## src/rtl/hilo_muldiv.sv

```systemverilog
// Multi-cycle MULT/MULTU/DIV/DIVU unit that produces the {HI,LO} write for the HI/LO register.
// A pipelined multiplier and a restoring radix-2 divider share one IDLE/MUL/DIV/DONE control FSM.
module hilo_muldiv #(
    parameter int MUL_LAT = 2
) (
    input  logic        clk,
    input  logic        rst,
    input  logic        start_i,
    input  logic [7:0]  aluop_i,
    input  logic [31:0] opdata1_i,
    input  logic [31:0] opdata2_i,
    input  logic        flush_i,
    output logic        stall_req_o,
    output logic        busy_o,
    output logic        hilo_we_o,
    output logic [63:0] hilo_wdata_o
);

    localparam logic [7:0] MULT_OP  = 8'b0001_1000;
    localparam logic [7:0] MULTU_OP = 8'b0001_1001;
    localparam logic [7:0] DIV_OP   = 8'b0001_1010;
    localparam logic [7:0] DIVU_OP  = 8'b0001_1011;

    localparam logic [4:0] MUL_LAST = (MUL_LAT > 1) ? 5'(MUL_LAT - 2) : 5'd0;
    localparam logic [4:0] DIV_LAST = 5'd31;

    typedef enum logic [1:0] {
        S_IDLE = 2'd0,
        S_MUL  = 2'd1,
        S_DIV  = 2'd2,
        S_DONE = 2'd3
    } state_t;

    function automatic logic [31:0] magnitude(input logic [31:0] v, input logic sgn);
        return (sgn && v[31]) ? (~v + 32'd1) : v;
    endfunction

    function automatic logic [31:0] apply_sign(input logic [31:0] v, input logic neg);
        return neg ? (~v + 32'd1) : v;
    endfunction

    state_t      state_q, state_d;
    logic [4:0]  cnt_q, cnt_d;
    logic [63:0] held_q, held_d;

    logic        op_mul;
    logic        op_valid;
    logic        op_signed;
    logic        div_zero;
    logic        accept;
    logic [63:0] result;

    always_comb begin
        op_mul    = (aluop_i == MULT_OP) || (aluop_i == MULTU_OP);
        op_valid  = op_mul || (aluop_i == DIV_OP) || (aluop_i == DIVU_OP);
        op_signed = (aluop_i == MULT_OP) || (aluop_i == DIV_OP);
        div_zero  = (opdata2_i == 32'd0);
        accept    = (state_q == S_IDLE) && start_i && op_valid && !flush_i;
    end

    // ---------------- FSM: state register
    always_ff @(posedge clk or posedge rst) begin
        if (rst) begin
            state_q <= S_IDLE;
            cnt_q   <= 5'd0;
            held_q  <= 64'd0;
        end else begin
            state_q <= state_d;
            cnt_q   <= cnt_d;
            held_q  <= held_d;
        end
    end

    // ---------------- FSM: next state
    always_comb begin
        state_d = state_q;
        cnt_d   = 5'd0;
        case (state_q)
            S_IDLE: begin
                if (accept) begin
                    if (op_mul) begin
                        state_d = (MUL_LAT == 1) ? S_DONE : S_MUL;
                    end else begin
                        state_d = div_zero ? S_DONE : S_DIV;
                    end
                end
            end
            S_MUL: begin
                cnt_d = cnt_q + 5'd1;
                if (flush_i) begin
                    state_d = S_IDLE;
                end else if (cnt_q == MUL_LAST) begin
                    state_d = S_DONE;
                end
            end
            S_DIV: begin
                cnt_d = cnt_q + 5'd1;
                if (flush_i) begin
                    state_d = S_IDLE;
                end else if (cnt_q == DIV_LAST) begin
                    state_d = S_DONE;
                end
            end
            S_DONE: state_d = S_IDLE;
            default: state_d = S_IDLE;
        endcase
    end

    // ---------------- FSM: outputs
    always_comb begin
        busy_o       = (state_q != S_IDLE);
        hilo_we_o    = (state_q == S_DONE) && !flush_i;
        stall_req_o  = accept || (((state_q == S_MUL) || (state_q == S_DIV)) && !flush_i);
        hilo_wdata_o = hilo_we_o ? result : held_q;
        held_d       = hilo_wdata_o;
    end

    // ---------------- Multiplier: stage 0 captures the product at accept, later stages delay it
    logic signed [32:0] mul_a;
    logic signed [32:0] mul_b;
    logic signed [63:0] mul_full;
    logic [63:0]        mul_pipe_q [MUL_LAT];
    logic [63:0]        mul_pipe_d [MUL_LAT];

    always_comb begin
        mul_a    = {op_signed & opdata1_i[31], opdata1_i};
        mul_b    = {op_signed & opdata2_i[31], opdata2_i};
        mul_full = 64'(mul_a) * 64'(mul_b);
        mul_pipe_d[0] = (accept && op_mul) ? mul_full : mul_pipe_q[0];
        for (int i = 1; i < MUL_LAT; i++) begin
            mul_pipe_d[i] = mul_pipe_q[i-1];
        end
    end

    always_ff @(posedge clk) begin
        mul_pipe_q <= mul_pipe_d;
    end

    // ---------------- Divider: magnitudes iterate, signs are re-applied in the write cycle
    logic [31:0] quo_q, quo_d;
    logic [31:0] rem_q, rem_d;
    logic [31:0] dvs_q, dvs_d;
    logic        qneg_q, qneg_d;
    logic        rneg_q, rneg_d;
    logic        is_mul_q, is_mul_d;
    logic [32:0] div_trial;

    always_comb begin
        quo_d     = quo_q;
        rem_d     = rem_q;
        dvs_d     = dvs_q;
        qneg_d    = qneg_q;
        rneg_d    = rneg_q;
        is_mul_d  = is_mul_q;
        div_trial = {rem_q, quo_q[31]};
        if (accept) begin
            is_mul_d = op_mul;
            if (!op_mul) begin
                // A zero divisor loads the final raw result with no sign fix-up.
                dvs_d  = magnitude(opdata2_i, op_signed);
                quo_d  = div_zero ? 32'hFFFF_FFFF : magnitude(opdata1_i, op_signed);
                rem_d  = div_zero ? opdata1_i : 32'd0;
                qneg_d = op_signed && !div_zero && (opdata1_i[31] ^ opdata2_i[31]);
                rneg_d = op_signed && !div_zero && opdata1_i[31];
            end
        end else if (state_q == S_DIV) begin
            if (div_trial >= {1'b0, dvs_q}) begin
                rem_d = 32'(div_trial - {1'b0, dvs_q});
                quo_d = {quo_q[30:0], 1'b1};
            end else begin
                rem_d = div_trial[31:0];
                quo_d = {quo_q[30:0], 1'b0};
            end
        end
    end

    always_ff @(posedge clk) begin
        quo_q    <= quo_d;
        rem_q    <= rem_d;
        dvs_q    <= dvs_d;
        qneg_q   <= qneg_d;
        rneg_q   <= rneg_d;
        is_mul_q <= is_mul_d;
    end

    always_comb begin
        result = is_mul_q ? mul_pipe_q[MUL_LAT-1]
                          : {apply_sign(rem_q, rneg_q), apply_sign(quo_q, qneg_q)};
    end

endmodule

```

## config.mk

```make
export PLATFORM = sky130hd
export DESIGN_NAME = hilo_muldiv
export DESIGN_NICKNAME = d
export VERILOG_FILES = /design/src/rtl/hilo_muldiv.sv
export SDC_FILE = /design/constraint.sdc
export NUM_CORES = 2
export LEC_CHECK = 0
export CORE_UTILIZATION = 50
export CTS_BUF_LIST = sky130_fd_sc_hd__clkbuf_16
export CTS_CLUSTER_SIZE = 16
export DETAILED_ROUTE_END_ITERATION = 16
export PLACE_DENSITY_LB_ADDON = 0.15
export SYNTH_ARGS = -nofsm -noshare
export SYNTH_HDL_FRONTEND = slang
export SYNTH_SLANG_ARGS = --single-unit
```

## constraint.sdc

```tcl
create_clock -name clk -period 5.9 [get_ports clk]
set_clock_uncertainty 0.2 [all_clocks]
set_input_delay 1.18 -clock clk [delete_from_list [all_inputs] [get_ports clk]]
set_output_delay 1.18 -clock clk [all_outputs]
set_load 0.01 [all_outputs]
```

==> results.sh <==
export IMPL_status="finished, violations left"
export IMPL_failed_checks="setup timing"
export IMPL_multi_input_area_um2=40800
export IMPL_pin_count=143
export IMPL_antenna_found_initial=11
export IMPL_rsz0062_at_grt="true"
export IMPL_clk_pin_slew_worst_paths_ns=0.07
export IMPL_num_fill_cells=8827
export IMPL_max_stage_delay_ns=0.57
export IMPL_ys_warn_count=0
export IMPL_cts_root_buf="clkbuf_16"
export IMPL_synth_seq_area_share_pct=15.1
export IMPL_max_cap_viol_count=0
export IMPL_grt_pass1_wl_um=268000
export IMPL_synth_edf_count=163
export IMPL_routed_top_layer="met5"
export IMPL_layout_common_cells="inv_1 (1128), fa_1 (1058), nand2_1 (891)"
export IMPL_core_area_um2=104000
export IMPL_routed_wl_um=176000
export IMPL_synthTopCellsByArea="fa_1 (43%), edfxtp_1 (9.3%), inv_1 (8.5%)"
export IMPL_yosys_area_top_type_share_pct=42.8
export IMPL_synth_ff_type="edfxtp_1"
export IMPL_holdCritPathClass="reg -> reg"
export IMPL_cp_required_ns=6.04
export IMPL_nets=7679
export IMPL_start_util_pct=50.7
export IMPL_final_common_cell="inv_1"
export IMPL_insertion_delay_ns=0.59
export IMPL_fin_ws_ns=-2.82
export IMPL_hold_viol_final=0
export IMPL_drive_gt1_share_pct=19.3
export IMPL_drt_met1_wl_um=72700
export IMPL_dpl_hpwl_um=143000
export IMPL_syn_to_final_growth_pct=21.4
export IMPL_fin_area_um2=63900
export IMPL_gr_usage_all_layers_pct=33.5
export IMPL_max_slew_margin_pct=31.6
export IMPL_numCtsBuffers=27
export IMPL_routedWlPerCell_um=23.0
export IMPL_die_w_um=327
export IMPL_dpl_cell_area_um2=60200
export IMPL_synth_avg_cell_area_um2=9.28
export IMPL_drcViolationCount=0
export IMPL_via_count=41600
export IMPL_cts_tree="built"
export IMPL_wl_met2_um=77600
export IMPL_vias_per_cell=5.45
export IMPL_ys_ff_latch=298
export IMPL_fin_crit_sh_pct=148
export IMPL_final_antenna_net_count=0
export IMPL_grt_start_max_net_pins=75
export IMPL_fmax_ghz=0.115
export IMPL_grt_pass1_vias=43500
export IMPL_setup_viol=53
export IMPL_synthesis_nets=7135
export IMPL_worst_pin_slew_ns=1.02
export IMPL_async_flop_share_pct=23.8
export IMPL_synthCells=5676
export IMPL_dieArea_um2=107000
export IMPL_overflow=0
export IMPL_die_y_um=327
export IMPL_utilization_pct=61.5
export IMPL_first_pass_iters=8
export IMPL_synthDistinctLibCells=79
export IMPL_syn_area_um2=52700
export IMPL_critPathSlowestCell="fa_1"
export IMPL_crit_fanout=4
export IMPL_startpoint_type="input pin"
export IMPL_cts_sinks=298
export IMPL_met3_length_um=17800
export IMPL_arrival_ns=8.86
export IMPL_drt_iter0_drc=3534
export IMPL_regArea_um2=7950
export IMPL_endpoint_kind="flop"
export IMPL_worstSetupPathType="in -> reg"
export IMPL_htree_num_levels=1
export IMPL_routabilityCongestion=0.989
export IMPL_whs_ns=0.141
export IMPL_crit_path_frequent_cell="fa_1"
export IMPL_portBuffers=142
export IMPL_drv_slew=0
export IMPL_rows=118
export IMPL_synth_top_area_cell="fa_1"
export IMPL_finalCriticalPeriod_ns=8.72
export IMPL_clockBufferDepth=3
layout make-up:
cell class                 instances  share of cell area (%)
inverter                        1188                    7.02
tap                             1380                    2.70
sequential                       298                    12.4
timing repair buffer             853                    12.6
multi-input combinational       3852                    63.9
clock inverter                    21                   0.172
antenna                            7                  0.0274
clock buffer                      29                    1.13
state kept, by name (all words and copies together), names as in the netlist:
signal,flops
rem_q,32
cnt_q,5
mul_pipe_d,64
qneg_q,1
is_mul_q,1
rneg_q,1
state_q,2
mul_pipe_q,64
quo_q,32
dvs_q,32
held_q,64
Yosys cell counts, types with 5 or more instances:
| cell | n |
|---|---|
| a31oi_1 | 28 |
| or3_1 | 22 |
| fa_1 | 1126 |
| a41oi_1 | 5 |
| o21bai_1 | 12 |
| inv_1 | 1187 |
| a211oi_1 | 19 |
| a21oi_1 | 200 |
| o31ai_1 | 33 |
| and2_1 | 295 |
| nor3_1 | 22 |
| o21ai_0 | 163 |
| or2_2 | 6 |
| o21a_1 | 12 |
| xnor2_1 | 105 |
| ha_1 | 257 |
| xor2_1 | 109 |
| nor4_1 | 15 |
| edfxtp_1 | 163 |
| dfrtp_1 | 71 |
| o21ai_1 | 14 |
| and3_1 | 22 |
| a22o_1 | 11 |
| nand3_1 | 28 |
| mux2i_1 | 14 |
| clkbuf_1 | 280 |
| nand2_1 | 914 |
| o211ai_1 | 8 |
| nand2b_1 | 21 |
| nor2_1 | 197 |
| nor2b_1 | 19 |
| buf_1 | 49 |
| a21o_1 | 53 |
| dfxtp_1 | 64 |
| nand4_1 | 17 |
| nor3b_1 | 8 |
| or4_1 | 10 |
| o41ai_1 | 20 |
cell families (layout without fill, tap and decap cells):
kind of cell | Yosys count | count (layout) | share of synthesized area (%)
AO/OA/AOI/OAI | 617 | 617 | 7.16
XOR/XNOR | 214 | 214 | 3.56
adder cells (fa/ha/maj) | 1383 | 1383 | 48.9
buffers and inverters | 1526 | 2091 | 10.9
flip-flops | 298 | 298 | 15.1
multiplexers | 15 | 15 | 0.287
other | 0 | 7 | 0
AND/OR/NAND/NOR | 1623 | 1623 | 14.1
metal layers:
metal  up-vias  track usage [%]
li1      18200                -
met1     21100             47.3
met2      1946             51.1
met3       331             6.73
met4         8             12.5
met5         -                0
critical path, delay by kind of cell:
family / cells / cell delay (ns)
buffers and inverters: 8 / 0.75
AND/OR/NAND/NOR: 8 / 1.76
AO/OA/AOI/OAI: 3 / 0.64
XOR/XNOR: 1 / 0.11
adder cells (fa/ha/maj): 9 / 4.41
worst paths after layout:
kind                           startpoint              to  cells after the start  slack, ns
setup / recovery               aluop_i[6]  mul_pipe_d[58]                     29      -2.82
hold / removal             mul_pipe_d[17]  mul_pipe_q[17]                      0       0.14
setup reg to reg                 rem_q[0]       rem_q[19]                     12       1.99
hold reg to reg            mul_pipe_d[17]  mul_pipe_q[17]                      0       0.14
max in group asynchronous             rst      held_q[19]                      3       3.75
min in group asynchronous             rst      held_q[45]                      2       0.76
what timing repair did:
action,CTS,global route
setup buffers,91,34
setup endpoints to repair,58,61
pin swaps,254,124
gates cloned,7,0
resized for setup,402,161
hold buffers,0,0
metrics by stage:
step	setup slack, ns	setup TNS (ns)	std cells
after floorplan	-3.21	-104.94	5676
after global placement	-3.96	-158.59	7465
after detailed placement	-4.08	-160.94	7465
after CTS	-2.73	-100.95	7595
after global routing	-3.00	-114.11	7621
final	-2.82	-105.32	7628
Power is not shown: default switching activity piles up to over one toggle a cycle in this logic, so the estimate is an artifact.
